==> config.mk <==
export PLATFORM = sky130hd
export DESIGN_NAME = ctc_sequencer
export DESIGN_NICKNAME = d
export VERILOG_FILES = /design/src/rtl/ctc_pkg.sv /design/src/rtl/ctc_ws_gen.sv /design/src/rtl/ctc_sequencer.sv
export SDC_FILE = /design/constraint.sdc
export NUM_CORES = 1
export LEC_CHECK = 0
export ABC_AREA = 1
export CAP_MARGIN = 20
export CORE_MARGIN = 4
export CORE_UTILIZATION = 35
export CTS_CLUSTER_DIAMETER = 60
export DETAILED_ROUTE_END_ITERATION = 10
export PLACE_DENSITY = 0.62
export SLEW_MARGIN = 20
export SYNTH_ARGS = -nofsm -noshare
export SYNTH_HDL_FRONTEND = slang
export SYNTH_SLANG_ARGS = --single-unit
==> constraint.sdc <==
create_clock -name cph2 -period 3 [get_ports cph2]
set_clock_uncertainty 0.1 [all_clocks]
set_input_delay 0.6 -clock cph2 [delete_from_list [all_inputs] [get_ports cph2]]
set_output_delay 0.6 -clock cph2 [all_outputs]
set_load 0.02 [all_outputs]
==> src/rtl/ctc_pkg.sv <==
// rtl/ctc_pkg.sv - word-cycle timing constants, instruction encodings and pointer-op helper
// Purpose: shared definitions for the Control & Timing sequencer.
// Contents: bit-time constants, ws field encodings, instruction type codes,
//           NOP word and the pointer update function.
package ctc_pkg;

  localparam logic [5:0] BT_LAST    = 6'd55;
  localparam logic [5:0] SYNC_FIRST = 6'd45;
  localparam logic [5:0] SYNC_LAST  = 6'd54;
  localparam logic [5:0] FETCH_BT   = 6'd44;
  localparam logic [3:0] DIGIT_MAX  = 4'd13;

  typedef enum logic [2:0] {
    FLD_P  = 3'b000,
    FLD_M  = 3'b001,
    FLD_X  = 3'b010,
    FLD_W  = 3'b011,
    FLD_WP = 3'b100,
    FLD_MS = 3'b101,
    FLD_XS = 3'b110,
    FLD_S  = 3'b111
  } field_e;

  localparam logic [1:0] IT_MISC   = 2'b00;
  localparam logic [1:0] IT_ARITH  = 2'b10;
  localparam logic [1:0] IT_BRANCH = 2'b11;

  localparam logic [1:0] PTR_SEL   = 2'b11;  // I[3:2] marking a pointer op within type 00
  localparam logic [9:0] NOP       = 10'h000;

  // New P after executing inst; returns p unchanged for non-pointer words.
  function automatic logic [3:0] ptr_update(input logic [9:0] inst, input logic [3:0] p);
    logic [3:0] r;
    r = p;
    if (inst[1:0] == IT_MISC && inst[3:2] == PTR_SEL) begin
      case (inst[5:4])
        2'b00:   r = (inst[9:6] > DIGIT_MAX) ? DIGIT_MAX : inst[9:6];
        2'b01:   r = (p >= DIGIT_MAX) ? 4'd0 : p + 4'd1;
        2'b10:   r = (p == 4'd0) ? DIGIT_MAX : p - 4'd1;
        default: r = p;
      endcase
    end
    return r;
  endfunction

endpackage

==> src/rtl/ctc_ws_gen.sv <==
// rtl/ctc_ws_gen.sv - registered word-select generator
// Purpose: decodes the word-select field against the digit index of the
//          coming bit time and registers the result, so ws is glitch-free
//          and changes only on digit boundaries.
// Ports: cph2/rst clock and sync active-high reset; en arith instruction
//        executing next; fld field of that instruction; p pointer value for
//        the next bit time; d next digit index; ws registered word select.
module ctc_ws_gen
  import ctc_pkg::*;
(
  input  logic       cph2,
  input  logic       rst,
  input  logic       en,
  input  field_e     fld,
  input  logic [3:0] p,
  input  logic [3:0] d,
  output logic       ws
);

  logic hit;

  always_comb begin
    hit = 1'b0;
    case (fld)
      FLD_P:  hit = (d == p);
      FLD_M:  hit = (d >= 4'd3) && (d <= 4'd12);
      FLD_X:  hit = (d <= 4'd1);
      FLD_W:  hit = (d <= DIGIT_MAX);
      FLD_WP: hit = (d <= p);
      FLD_MS: hit = (d >= 4'd3) && (d <= DIGIT_MAX);
      FLD_XS: hit = (d == 4'd2);
      FLD_S:  hit = (d == DIGIT_MAX);
    endcase
  end

  always_ff @(posedge cph2) begin
    if (rst) ws <= 1'b0;
    else     ws <= en & hit;
  end

endmodule

==> src/rtl/ctc_sequencer.sv <==
// rtl/ctc_sequencer.sv - word-cycle sequencer: bit timing, instruction issue, ws, pointer, branch
// Purpose: counts 56 bit times per word, fetches at bt 44, serialises the
//          instruction LSB-first on is during bt 45..54 with sync, executes
//          it in the following word (ws, pointer ops, branch test).
// Ports: cph2 clock; rst sync active-high reset; inst_data/inst_valid/
//        inst_ready fetch handshake; sync/is serial issue; ws word select;
//        carry A&R carry line; start bt-0 marker; p digit pointer;
//        carry_flag sampled carry; cond_taken branch pulse at bt 55.
// Option: CTC_CARRY_BRANCH_EN builds carry sampling and branch evaluation.
module ctc_sequencer
  import ctc_pkg::*;
(
  input  logic       cph2,
  input  logic       rst,
  input  logic [9:0] inst_data,
  input  logic       inst_valid,
  output logic       inst_ready,
  output logic       sync,
  output logic       is,
  output logic       ws,
  input  logic       carry,
  output logic       start,
  output logic [3:0] p,
  output logic       carry_flag,
  output logic       cond_taken
);

  logic [5:0] bt, bt_next;
  logic [9:0] issue_q, exec_q, exec_next;
  logic [3:0] p_q, p_next;
  logic [3:0] is_idx;
  logic       word_end;

  assign word_end  = (bt == BT_LAST);
  assign bt_next   = word_end ? 6'd0 : bt + 6'd1;
  assign exec_next = word_end ? issue_q : exec_q;
  assign p_next    = word_end ? ptr_update(exec_q, p_q) : p_q;

  always_ff @(posedge cph2) begin
    if (rst) begin
      bt      <= 6'd0;
      issue_q <= NOP;
      exec_q  <= NOP;
      p_q     <= 4'd0;
    end else begin
      bt     <= bt_next;
      exec_q <= exec_next;
      p_q    <= p_next;
      if (bt == FETCH_BT)
        issue_q <= inst_valid ? inst_data : NOP;
    end
  end

  assign start      = (bt == 6'd0);
  assign inst_ready = (bt == FETCH_BT);
  assign sync       = (bt >= SYNC_FIRST) && (bt <= SYNC_LAST);
  // 45 mod 16 = 13, so the low nibble minus 13 gives bit 0..9 across the sync window.
  assign is_idx     = bt[3:0] - 4'd13;
  assign is         = sync ? issue_q[is_idx] : 1'b0;
  assign p          = p_q;

  // ws is computed from the values that will hold in the next bit time, so the
  // first digit of a new word already reflects the new instruction and new P.
  ctc_ws_gen u_ws_gen (
    .cph2 (cph2),
    .rst  (rst),
    .en   (exec_next[1:0] == IT_ARITH),
    .fld  (field_e'(exec_next[4:2])),
    .p    (p_next),
    .d    (bt_next[5:2]),
    .ws   (ws)
  );

`ifdef CTC_CARRY_BRANCH_EN
  logic carry_q;

  always_ff @(posedge cph2) begin
    if (rst)               carry_q <= 1'b0;
    else if (bt == 6'd0)   carry_q <= carry;
  end

  assign carry_flag = carry_q;
  assign cond_taken = word_end && (exec_q[1:0] == IT_BRANCH) && !carry_q;
`else
  logic unused_carry;
  assign unused_carry = carry;
  assign carry_flag   = 1'b0;
  assign cond_taken   = 1'b0;
`endif

endmodule

Word level (Yosys, flattened, before mapping)
Cells that the tools add are included.
- input port bits: 14
- flip-flop bits (word level): 31
- word-level logic and storage cells: 61
- bitwise gates (word level): 1
- magnitude comparators: 10
- eq/ne operators: 16
- reductions and logical operators: 10
- add/sub/neg operators: 4
- multiplexer cells: 13
- operator list (cell ; number):
    $mux W4 ; 5
    $eq A3 B3 Y1 const B ; 4
    $eq A6 B6 Y1 const B ; 2
    $pmux W4 S3 ; 1
    $mux W10 ; 1
    $le A4 B4 Y1 const B ; 2
    $pmux W1 S8 ; 1
    $add A6 B1 Y6 const B ; 1
    $eq A2 B2 Y1 const B ; 3
    $eq A3 B2 Y1 const B ; 2
    $ge A6 B6 Y1 const B ; 1
    $le A6 B6 Y1 const B ; 1
    $logic_not A6 Y1 ; 1
    $mux W6 ; 1
    $lt A4 B5 Y1 const B ; 1
    $mux W5 ; 1
    $add A4 B1 Y4 const B ; 1
    $bmux W1 S4 ; 1
    $eq A4 B2 Y1 const B ; 1
    $eq A4 B4 Y1 ; 1
    $eq A4 B4 Y1 const B ; 1
    $ge A4 B2 Y1 const B ; 1
    $ge A4 B4 Y1 const B ; 1
    $gt A4 B4 Y1 const B ; 1
    other kinds (13) ; 18

Longest topological paths before layout
- depth in word-level cells: 8
- mapped depth: 18
- depth with buffers taken out: 17

Modules after synthesis
Synthesis repeated with hierarchy kept, for this count alone.
- cell total of the unflattened synthesis: 319
- area total of the unflattened synthesis: 2054.5 sq um
- by module, submodules not included (module ; times used ; sequential area each (sq um) ; cells each ; area an instance (sq um)):
    ctc_sequencer ; 1 ; 600.6 ; 268 ; 1773.0
    ctc_ws_gen ; 1 ; 20.0 ; 51 ; 281.5

Worst setup path after synthesis
OpenSTA, ideal clock, no wires.
- path type: reg2out
- from: reg bt[0]
- to: out is
- arrival time: 1.928 ns
- cell stages (with the launch flop): 9
- slack: 0.372 ns
- cell sequence: dfxtp_1 -> buf_4 -> clkinv_1 -> ha_1 -> inv_1 -> a21oi_1 -> a221oi_1 -> nor3_1 -> nor3_1
- word-level cells in the longest chain between the ends: 4
- elaborated cells on any way between the ends: 7
- RTL lines (element ; line ; text):
    start: declaration ; ctc_sequencer.sv:28 ; logic [5:0] bt, bt_next;
    start signal: assignment ; ctc_sequencer.sv:46 ; bt <= bt_next;
    $sub A4 B4 Y4 ; ctc_sequencer.sv:58 ; assign is_idx = bt[3:0] - 4'd13;
    via is_idx[0] ; ctc_sequencer.sv:31 ; logic [3:0] is_idx;
    $bmux W1 S4 ; ctc_sequencer.sv:59 ; assign is = sync ? issue_q[is_idx] : 1'b0;
    $mux W1 (not written as such) ; ctc_sequencer.sv:59 ;
    $mux W1 ; ctc_sequencer.sv:59 ;
    end: declaration ; ctc_sequencer.sv:19 ; output logic is,
The timed path passes the listed nets, and every way through them passes these cells. The select of a mux whose other input is x is not followed.

Worst setup path after layout
- from: reg bt[0]
- to: out sync
- word-level cells in the longest chain between the ends: 2
- elaborated cells on any way between the ends: 3
- RTL lines (element ; line ; text):
    $ge A6 B6 Y1 / $le A6 B6 Y1 (equally long branches) ; ctc_sequencer.sv:56 ; assign sync = (bt >= SYNC_FIRST) && (bt <= SYNC_LAST);
    $logic_and A1 B1 Y1 * ; ctc_sequencer.sv:56 ;
    end: declaration ; ctc_sequencer.sv:18 ; output logic sync,
Mark *: on every way between the ends. The rest lies on a longest branch, timed or not.

==> flow_metrics.py <==
metrics = {
    "yosys": {
        "synth.top_cell.area_share_pct": 31.9,
        "synth_top_family_by_area": "simple AND/OR/NAND/NOR gates",
        "synth-compound-area-share_pct": 15.0,
        "synth_edf_count": 0,
        "synth.distinct_cells": 37,
        "yosysMostFrequentCell": "nand2_1",
        "synth-xor-area-share_pct": 0.900,
        "synth-seq-cells": 31,
        "synthCells": 287,
        "synth_ff_type": "dfxtp_1",
        "yosysWarnings": 0,
        "yosys.area.top_type": "dfxtp_1",
        "yosys-top-cells-count": "52 x nand2_1, 36 x nor2_1, 34 x nand3_1",
        "synth-async-reset-ratio_pct": 0,
        "synth_simple_gate_area_share_pct": 33.4,
        "syn_avg_cell_area_um2": 6.78,
        "synth_mux_area_share_pct": 0.514,
        "synth_area_um2": 1950,
        "synth_area_leaders": "dfxtp_1 32%, nand2_1 10%, nand3_1 8.7%",
        "ys_seq_area_share_pct": 31.9,
        "synthAdderAreaFrac_pct": 7.71,
    },
    "min_path": {
        "hp-class": "reg2reg",
        "hold_depth": 2,
    },
    "layout": {
        "drive_above_1_share_pct": 8.97,
        "nFillCells": 554,
        "area_growth_pct": 20.0,
        "multi_input_area_um2": 1130,
        "fin_area_um2": 2340,
        "nNetsFinal": 337,
        "seq_area_um2": 621,
        "diodes": 0,
    },
    "timing": {
        "drv_slew": 0,
        "rsz0062_at_grt": "no",
        "setup_tns_ns": 0,
        "hold_violations": 0,
        "finalCritPeriodShare_pct": 95.4,
        "fin_crit_ns": 2.86,
        "setup_viol_count_final": 0,
        "clock.fmax_mhz": 349,
        "fin_hold_ws_ns": 0.366,
    },
    "grt": {
        "grt_max_degree": 23,
        "track_usage_pct": 15.1,
        "grt_first_pass_wirelength_mm": 7.98,
        "grt_pass1_vias": 1780,
        "overflow": 0,
        "antenna_found_initial": 0,
    },
    "cts": {
        "cts_root_buffer": "clkbuf_8",
        "cts_made_buffers": 5,
        "clk_latency_ns": 0.28,
        "cts_tree": "yes",
        "cts_hold_buffers": 0,
        "cts_setup_buffers": 0,
        "clk_pin_slew_ns": 0.07,
        "clock_path_buffers": 2,
        "cts.repair.resized": 1,
        "clock_sinks": 31,
        "h-tree-depth": 2,
    },
    "placement": {
        "dpl_cell_area_um2": 2220,
        "gp_congestion": 0.863,
        "portBuffers": 21,
        "hpwl_mm": 3.50,
    },
    "detailed_routing": {
        "first_pass_iters": 4,
        "wl_per_cell_um": 11.7,
        "vias": 1839,
        "ant_nets": 0,
        "drc_errors": 0,
        "drt_iter0_markers": 103,
        "routed_wl_mm": 4.48,
        "vias_per_cell": 4.81,
    },
    "die": {
        "ios": 25,
        "row_count": 26,
        "dieArea_um2": 6820,
        "die_y_um": 82.6,
        "start_util_pct": 37.2,
        "chipWidth_um": 82.6,
        "core_area_um2": 5240,
    },
    "setup_path": {
        "critPathRequiredTime_ns": 2.30,
        "arrival_ns": 2.16,
        "reg2regPathDepth": 16,
        "critPathKind": "reg2out",
        "startpoint_type": "flip-flop",
        "cp_max_fo": 8,
        "crit_path_end_kind": "output port",
    },
    "job": {
        "cap_violations": 0,
    },
    "power_and_ir_drop": {
        "leakagePower_uw": 0.000998,
        "powerDensity_nw_per_um2": 401,
        "vdd_drop_max_uv": 360,
        "p_total_uw": 936,
    },
    "status": {
        "status": "completed",
    },
}
==> metrics by stage <==
stage          setup WS (ns)  util, %  cells
2_1_floorplan          0.372        -    288
3_3_place_gp           0.182     42.4    374
3_5_place_dp           0.174     42.4    374
4_1_cts                0.137     44.6    382
5_1_grt              0.00181     44.6    382
6_report               0.138     44.6    382
==> logic make-up (layout without fill, tap and decap cells) <==
logic type	count (synthesis)	count (layout)
AO/OA/AOI/OAI	50	50
XOR/XNOR	2	2
adder cells (fa/ha/maj)	12	12
buffers and inverters	46	70
flip-flops	31	31
multiplexers	1	1
other	1	2
AND/OR/NAND/NOR	144	144
==> cell type report <==
class / count / area share, %
clock buffers: 6 / 3.54
clock inverters: 2 / 1.50
inverters: 36 / 5.78
multi-input cells: 211 / 48.3
flip-flops and latches: 31 / 26.6
well taps: 70 / 3.75
repair buffers: 26 / 10.6
==> routing by layer <==
metal / part of all wire, % / track usage (%) / up-vias
met5: 0 / 0 / -
met4: 1.4 / 4.90 / 0
met3: 4.3 / 3.80 / 7
met2: 43 / 23.2 / 33
met1: 51 / 20.6 / 812
li1: - / - / 987
==> critical path, cell delays in order (launching register included) <==
cell,delay [ns]
dfxtp_1,0.33
clkinv_1,0.08
buf_4,0.17
ha_1,0.19
or2_2,0.28
a32oi_1,0.23
inv_1,0.07
clkdlybuf4s50_1,0.54
==> flip-flops by register name, summed over array words and instances, names as in the netlist <==
| name | flops |
|---|---|
| bt | 6 |
| exec_q | 10 |
| issue_q | 10 |
| p | 4 |
| u_ws_gen.ws | 1 |
==> cells in the final DEF, fill, tap and decap left out, types with 2 or more instances in the layout <==
master and instances:
clkdlybuf4s50_1 20, or2_2 2, inv_2 2, dfxtp_1 31
buf_4 5, a21oi_1 26, o21ai_0 11, clkbuf_8 6
nand2_2 5, inv_1 32, nor2_2 2, nand4_1 4
conb_1 2, ha_1 12, nand2_1 52, nor3_1 5
xor2_1 2, clkinv_1 2, nand3_1 34, nor2_1 36
o21bai_1 3
==> where the power goes <==
part | leakage, µW | internal [µW] | switching, µW
sequential | 0.000250 | 415 | 3.92
combinational | 0.000687 | 39.6 | 49.2
clock | 0.0000612 | 269 | 160
total | 0.000998 | 723 | 213
==> final timing paths <==
kind                                              from                      to  slack, ns
worst max-delay path                  bt[0]$_SDFF_PP0_                    sync       0.14
worst min register to register  exec_q[6]$_SDFFE_PP0P_  exec_q[6]$_SDFFE_PP0P_       0.37
worst min-delay path            exec_q[6]$_SDFFE_PP0P_  exec_q[6]$_SDFFE_PP0P_       0.37
worst max register to register         p[0]$_SDFF_PP0_  u_ws_gen.ws$_SDFF_PP0_       0.40
Power figures use the tool's default switching activity.
